==> src/rtl/melody_sequencer.sv <==
// ============================================================================
// Module      : melody_sequencer
// Description : Steps through a parameterised song table, presenting each
//               note code and tone half-period for a fixed duration and gap.
// Revision    : 1.0 - initial release
// ============================================================================
`default_nettype none

module melody_sequencer #(
    parameter int          BEAT_TICKS = 10000000,
    parameter int          GAP_TICKS  = 400000,
    parameter logic [95:0] SONG       = {{8{6'b111100}},
                                         6'd32, 6'd28, 6'd24, 6'd20,
                                         6'd16, 6'd12, 6'd8,  6'd4}
) (
    input  logic        clk,
    input  logic        rst,
    input  logic        play_pulse,
    input  logic        stop_pulse,
    input  logic        loop_en,
    input  logic [1:0]  tempo_sel,
    output logic [3:0]  note_code,
    output logic [16:0] note_div,
    output logic        note_valid,
    output logic        busy,
    output logic [3:0]  step_idx,
    output logic        done_pulse
);

    localparam logic [1:0]  c_st_idle = 2'd0;
    localparam logic [1:0]  c_st_load = 2'd1;
    localparam logic [1:0]  c_st_note = 2'd2;
    localparam logic [1:0]  c_st_gap  = 2'd3;

    localparam logic [3:0]  c_end_mark = 4'hF;
    localparam logic [3:0]  c_last_step = 4'hF;

    localparam logic [26:0] c_beat_t0  = 27'(BEAT_TICKS);
    localparam logic [26:0] c_beat_t1  = 27'(BEAT_TICKS >> 1);
    localparam logic [26:0] c_beat_t2  = 27'(BEAT_TICKS >> 2);
    localparam logic [26:0] c_gap_last = 27'(GAP_TICKS - 1);

    localparam logic [16:0] c_div_do = 17'd76336;
    localparam logic [16:0] c_div_re = 17'd68027;
    localparam logic [16:0] c_div_mi = 17'd60606;
    localparam logic [16:0] c_div_fa = 17'd57307;
    localparam logic [16:0] c_div_so = 17'd51020;
    localparam logic [16:0] c_div_la = 17'd45455;
    localparam logic [16:0] c_div_si = 17'd40486;

    logic [1:0]  r_state;
    logic [1:0]  w_next;
    logic [3:0]  r_step;
    logic [26:0] r_cnt;
    logic [3:0]  r_note_code;
    logic [16:0] r_note_div;
    logic        r_done;

    logic [6:0]  w_bit_base;
    logic [5:0]  w_entry;
    logic [3:0]  w_note;
    logic [1:0]  w_dur;
    logic [26:0] w_beat;
    logic [26:0] w_dur_ticks;
    logic        w_song_end;
    logic        w_done;

    // High octave is the same tone at twice the frequency, so half the period.
    function automatic logic [16:0] f_div(input logic [3:0] code);
        logic [16:0] v;
        case (code)
            4'd1:    v = c_div_do;
            4'd2:    v = c_div_re;
            4'd3:    v = c_div_mi;
            4'd4:    v = c_div_fa;
            4'd5:    v = c_div_so;
            4'd6:    v = c_div_la;
            4'd7:    v = c_div_si;
            4'd8:    v = c_div_do >> 1;
            4'd9:    v = c_div_re >> 1;
            4'd10:   v = c_div_mi >> 1;
            4'd11:   v = c_div_fa >> 1;
            4'd12:   v = c_div_so >> 1;
            4'd13:   v = c_div_la >> 1;
            4'd14:   v = c_div_si >> 1;
            default: v = 17'd0;
        endcase
        return v;
    endfunction

    assign w_bit_base = {3'b000, r_step} * 7'd6;
    assign w_entry    = SONG[w_bit_base +: 6];
    assign w_note     = w_entry[5:2];
    assign w_dur      = w_entry[1:0];

    always_comb begin
        case (tempo_sel)
            2'd0:    w_beat = c_beat_t0;
            2'd1:    w_beat = c_beat_t1;
            default: w_beat = c_beat_t2;
        endcase
    end

    assign w_dur_ticks = w_beat * {25'd0, w_dur} + w_beat;

    always_ff @(posedge clk or posedge rst) begin
        if (rst) begin
            r_state <= c_st_idle;
        end else begin
            r_state <= w_next;
        end
    end

    always_comb begin
        w_next     = r_state;
        w_song_end = 1'b0;
        case (r_state)
            c_st_idle: if (play_pulse) w_next = c_st_load;
            c_st_load: begin
                if (w_note == c_end_mark) w_song_end = 1'b1;
                else                      w_next = c_st_note;
            end
            c_st_note: if (r_cnt == 27'd0) w_next = c_st_gap;
            c_st_gap: begin
                if (r_cnt == 27'd0) begin
                    if (r_step == c_last_step) w_song_end = 1'b1;
                    else                       w_next = c_st_load;
                end
            end
            default:   w_next = c_st_idle;
        endcase
        if (w_song_end) w_next = loop_en ? c_st_load : c_st_idle;
        // Stop outranks play; play from any state restarts at step 0.
        if (stop_pulse)      w_next = c_st_idle;
        else if (play_pulse) w_next = c_st_load;
    end

    assign w_done = w_song_end & ~loop_en & ~stop_pulse & ~play_pulse;

    always_comb begin
        busy       = (r_state != c_st_idle);
        note_valid = (r_note_code != 4'd0);
    end

    assign note_code  = r_note_code;
    assign note_div   = r_note_div;
    assign step_idx   = r_step;
    assign done_pulse = r_done;

    always_ff @(posedge clk or posedge rst) begin
        if (rst) begin
            r_step      <= 4'd0;
            r_cnt       <= 27'd0;
            r_note_code <= 4'd0;
            r_note_div  <= 17'd0;
            r_done      <= 1'b0;
        end else begin
            r_done <= w_done;
            if (stop_pulse || play_pulse) begin
                r_step      <= 4'd0;
                r_cnt       <= 27'd0;
                r_note_code <= 4'd0;
                r_note_div  <= 17'd0;
            end else begin
                case (r_state)
                    c_st_load: begin
                        if (w_note == c_end_mark) begin
                            r_step <= 4'd0;
                        end else begin
                            r_note_code <= w_note;
                            r_note_div  <= f_div(w_note);
                            r_cnt       <= w_dur_ticks - 27'd1;
                        end
                    end
                    c_st_note: begin
                        if (r_cnt == 27'd0) begin
                            r_note_code <= 4'd0;
                            r_cnt       <= c_gap_last;
                        end else begin
                            r_cnt <= r_cnt - 27'd1;
                        end
                    end
                    c_st_gap: begin
                        if (r_cnt == 27'd0) begin
                            r_step <= (r_step == c_last_step) ? 4'd0 : r_step + 4'd1;
                        end else begin
                            r_cnt <= r_cnt - 27'd1;
                        end
                    end
                    default: ;
                endcase
            end
        end
    end

endmodule

`default_nettype wire

==> config.mk <==
export PLATFORM = sky130hd
export DESIGN_NAME = melody_sequencer
export DESIGN_NICKNAME = d
export VERILOG_FILES = /design/src/rtl/melody_sequencer.sv
export SDC_FILE = /design/constraint.sdc
export NUM_CORES = 1
export LEC_CHECK = 0
export ABC_AREA = 1
export BUFFER_PORTS_ARGS = -buffer_cell sky130_fd_sc_hd__buf_2
export CAP_MARGIN = 5
export CELL_PAD_IN_SITES_DETAIL_PLACEMENT = 0
export CELL_PAD_IN_SITES_GLOBAL_PLACEMENT = 1
export CORE_MARGIN = 2
export CORE_UTILIZATION = 47
export CTS_CLUSTER_SIZE = 24
export DETAILED_ROUTE_END_ITERATION = 12
export GPL_TIMING_DRIVEN = 0
export PLACE_DENSITY_LB_ADDON = 0.1
export SLEW_MARGIN = 40
export SYNTH_ARGS = -nofsm -noshare
export SYNTH_HDL_FRONTEND = slang
export SYNTH_SLANG_ARGS = --single-unit
==> constraint.sdc <==
create_clock -name clk -period 3.9 [get_ports clk]
set_input_delay 0.39 -clock clk [delete_from_list [all_inputs] [get_ports clk]]
set_output_delay 0.39 -clock clk [all_outputs]
set_load 0.01 [all_outputs]
==> impl_metrics.tcl <==
set metrics [dict create \
    status "completed" \
    gp_congestion 0.868 \
    ys_warn_count 0 \
    synth_edf_count 0 \
    numCtsBuffers 5 \
    syn_nets 612 \
    crit_path_max_fanout 10 \
    viasPerCell 5.09 \
    p_clk_share_pct 22.9 \
    crit_path_start_kind "flip-flop" \
    port_buffers 34 \
    max_freq_mhz 329 \
    path_class "reg2reg" \
    yosysTopAreaCell "dfrtp_1" \
    drt-total-wl_um 10200 \
    synthArstFlopShare_pct 100 \
    hpwl_um 7870 \
    hold_class "in2async" \
    grt_start_max_net_pins 36 \
    setup_ws_ns 0.864 \
    ant_nets 0 \
    clk_latency_ns 0.32 \
    finalSetupTns_ns 0 \
    combPwrFrac_pct 33.9 \
    rsz0062_at_grt "false" \
    place_ws_ns 0.891 \
    slew-limit-headroom_pct 65.8 \
    setup_viol 0 \
    cp.required_ns 4.16 \
    antenna_found_initial 0 \
    finalNetCount 654 \
    netlist_area_um2 4090 \
    start_util_pct 47.6 \
    seqPwrFrac_pct 43.2 \
    first_pass_iters 5 \
    cts_root_buffer "clkbuf_8" \
    cp.arrival_ns 3.29 \
    syn_avg_cell_area_um2 7.03 \
    synth_top_area_share_pct 33.6 \
    synthTopCellsByArea "dfrtp_1 34%, nand2_1 16%, ha_1 7.0%" \
    clkSlewWorstSetupHoldPaths_ns 0.11 \
    hold_viol 0 \
    route.detailed.drc 0 \
    synth-main-ff-cell "dfrtp_1" \
    cts_setup_buffers 0 \
    fp-row-count 34 \
    io_pins 35 \
    tightest_slew_ns 0.513 \
    cts_buffer_depth 2 \
    coreArea_um2 8590 \
    routedWlPerCell_um 13.9 \
    cts_hold_buf 0 \
    syn_to_final_growth_pct 10.3 \
    p_leak_nw 2.39 \
    cp-end-kind "flip-flop" \
    cts_resized 0 \
    cap_violations 0 \
    yosysUniqueCellTypes 39 \
    grt_pass1_wl_um 17200 \
    skew_ns 0.0121 \
    power.switching_mw 0.600 \
    fin_crit_ns 3.04 \
    cts_tree "yes" \
    grt.total_usage_pct 22.2 \
    grt_remaining_overflow 0 \
    fin_util_pct 52.5 \
    h-tree-depth 2 \
    drv_slew 0 \
    swShare_pct 39.9 \
    yosysSeqAreaShare_pct 33.6 \
    ir_worst_vdd_mv 0.153 \
    drive_above_1_share_pct 15.4 \
    cts.sinks 55 \
    synth_cells 582 \
    p_total_mw 1.50 \
    dieArea_um2 9470 \
    power.internal_mw 0.902 \
    vias 3730 \
    fin_crit_sh_pct 77.8 \
    diodes 0 \
    grt_pass1_vias 3404 \
    die_width_um 97.3 \
    p_per_area_nw_per_um2 333 \
    dr.first_iter.drc_count 293 \
    die_h_um 97.3 \
    synth_seq_cells 55 \
]
-- cells in the mapped netlist, types with 5 or more instances --
master   instances
a21oi_1         17
xor2_1           5
nand2_2          8
dfrtp_1         55
o21ai_1         18
nor2_1          54
nand2_1        171
nand3_1         38
nand2_4          6
nor3_1           9
nor2_2           7
ha_1            23
nor2_4          10
inv_1           71
o21ai_0         49
inv_2            6
-- final cells by class --
class / count / area (um^2)
tap: 108 / 135
clock inverter: 3 / 25.0
multi-input combinational: 440 / 2360
timing repair buffer: 35 / 190
sequential: 55 / 1380
fill: 869 / 4080
clock buffer: 5 / 68.8
inverter: 78 / 298
buffer: 9 / 58.8
-- sequential cells by signal (all words and copies together), names as in the netlist --
signal	cells
r_state	2
step_idx	4
note_div	17
note_code	4
r_cnt	27
done_pulse	1
-- path summary, 6_finish.rpt --
kind                                 to    startpoint  cells after the start  slack, ns
min                           r_cnt[11]           rst                      2       0.01
min reg2reg                note_div[16]  note_div[16]                      2       0.49
max reg2reg                   r_cnt[22]   step_idx[0]                     12       0.86
min in group clk             done_pulse       loop_en                      2       0.23
max in group asynchronous     r_cnt[26]           rst                      3       3.41
max                           r_cnt[22]   step_idx[0]                     12       0.86
-- cell usage in the layout (no fill, tap or decap), types with 8 or more instances in the layout --
| master | instances |
|---|---|
| o21ai_0 | 49 |
| nor2_1 | 54 |
| dfrtp_1 | 55 |
| nand2_2 | 8 |
| nor2_4 | 10 |
| nor3_1 | 9 |
| nand3_1 | 38 |
| buf_2 | 36 |
| o21ai_1 | 18 |
| nand2_1 | 171 |
| ha_1 | 23 |
| a21oi_1 | 17 |
| inv_1 | 70 |
-- cells by family after synthesis --
kind of cell	share of synthesized area [%]
AND/OR/NAND/NOR	36.3
AO/OA/AOI/OAI	12.9
buffers and inverters	8.65
flip-flops	33.6
adder cells (fa/ha/maj)	7.03
XOR/XNOR	1.50
-- worst max-delay path: stages, from the launching register on --
cell	delay (ns)
dfrtp_1	0.43
inv_1	0.11
ha_1	0.38
nor2_1	0.40
inv_1	0.25
ha_1	0.34
nand3_2	0.14
nand2_1	0.09
a21oi_4	0.33
nand2_4	0.18
nor2_2	0.18
nand2_1	0.08
nand2_1	0.06
-- layer usage --
layer	track usage [%]	part of all wire [%]	up-vias	wire, um
met4	3.85	0.61	0	62
met2	33.0	42	65	4320
li1	-	-	1938	-
met5	0	0	-	0
met3	2.88	3.2	8	331
met1	35.0	54	1719	5480
-- through the flow --
stage	instance area, um^2	hold WS [ns]	std cells
2_1_floorplan	4090	0.449	582
3_3_place_gp	4400	0.450	724
3_5_place_dp	4420	0.369	725
4_1_cts	4520	0.0189	733
5_1_grt	4520	0.0252	733
6_report	4520	0.0138	733
-- power groups by stage --
stage | logic [mW] | clock network (mW) | registers (mW)
3_3_place_gp | 0.499 | 0 | 0.658
5_1_grt | 0.576 | 0.379 | 0.654
6_report | 0.509 | 0.344 | 0.649
3_5_place_dp | 0.506 | 0 | 0.659
4_1_cts | 0.509 | 0.360 | 0.648
2_1_floorplan | 0.389 | 0 | 0.652
Power figures use the tool's default switching activity.
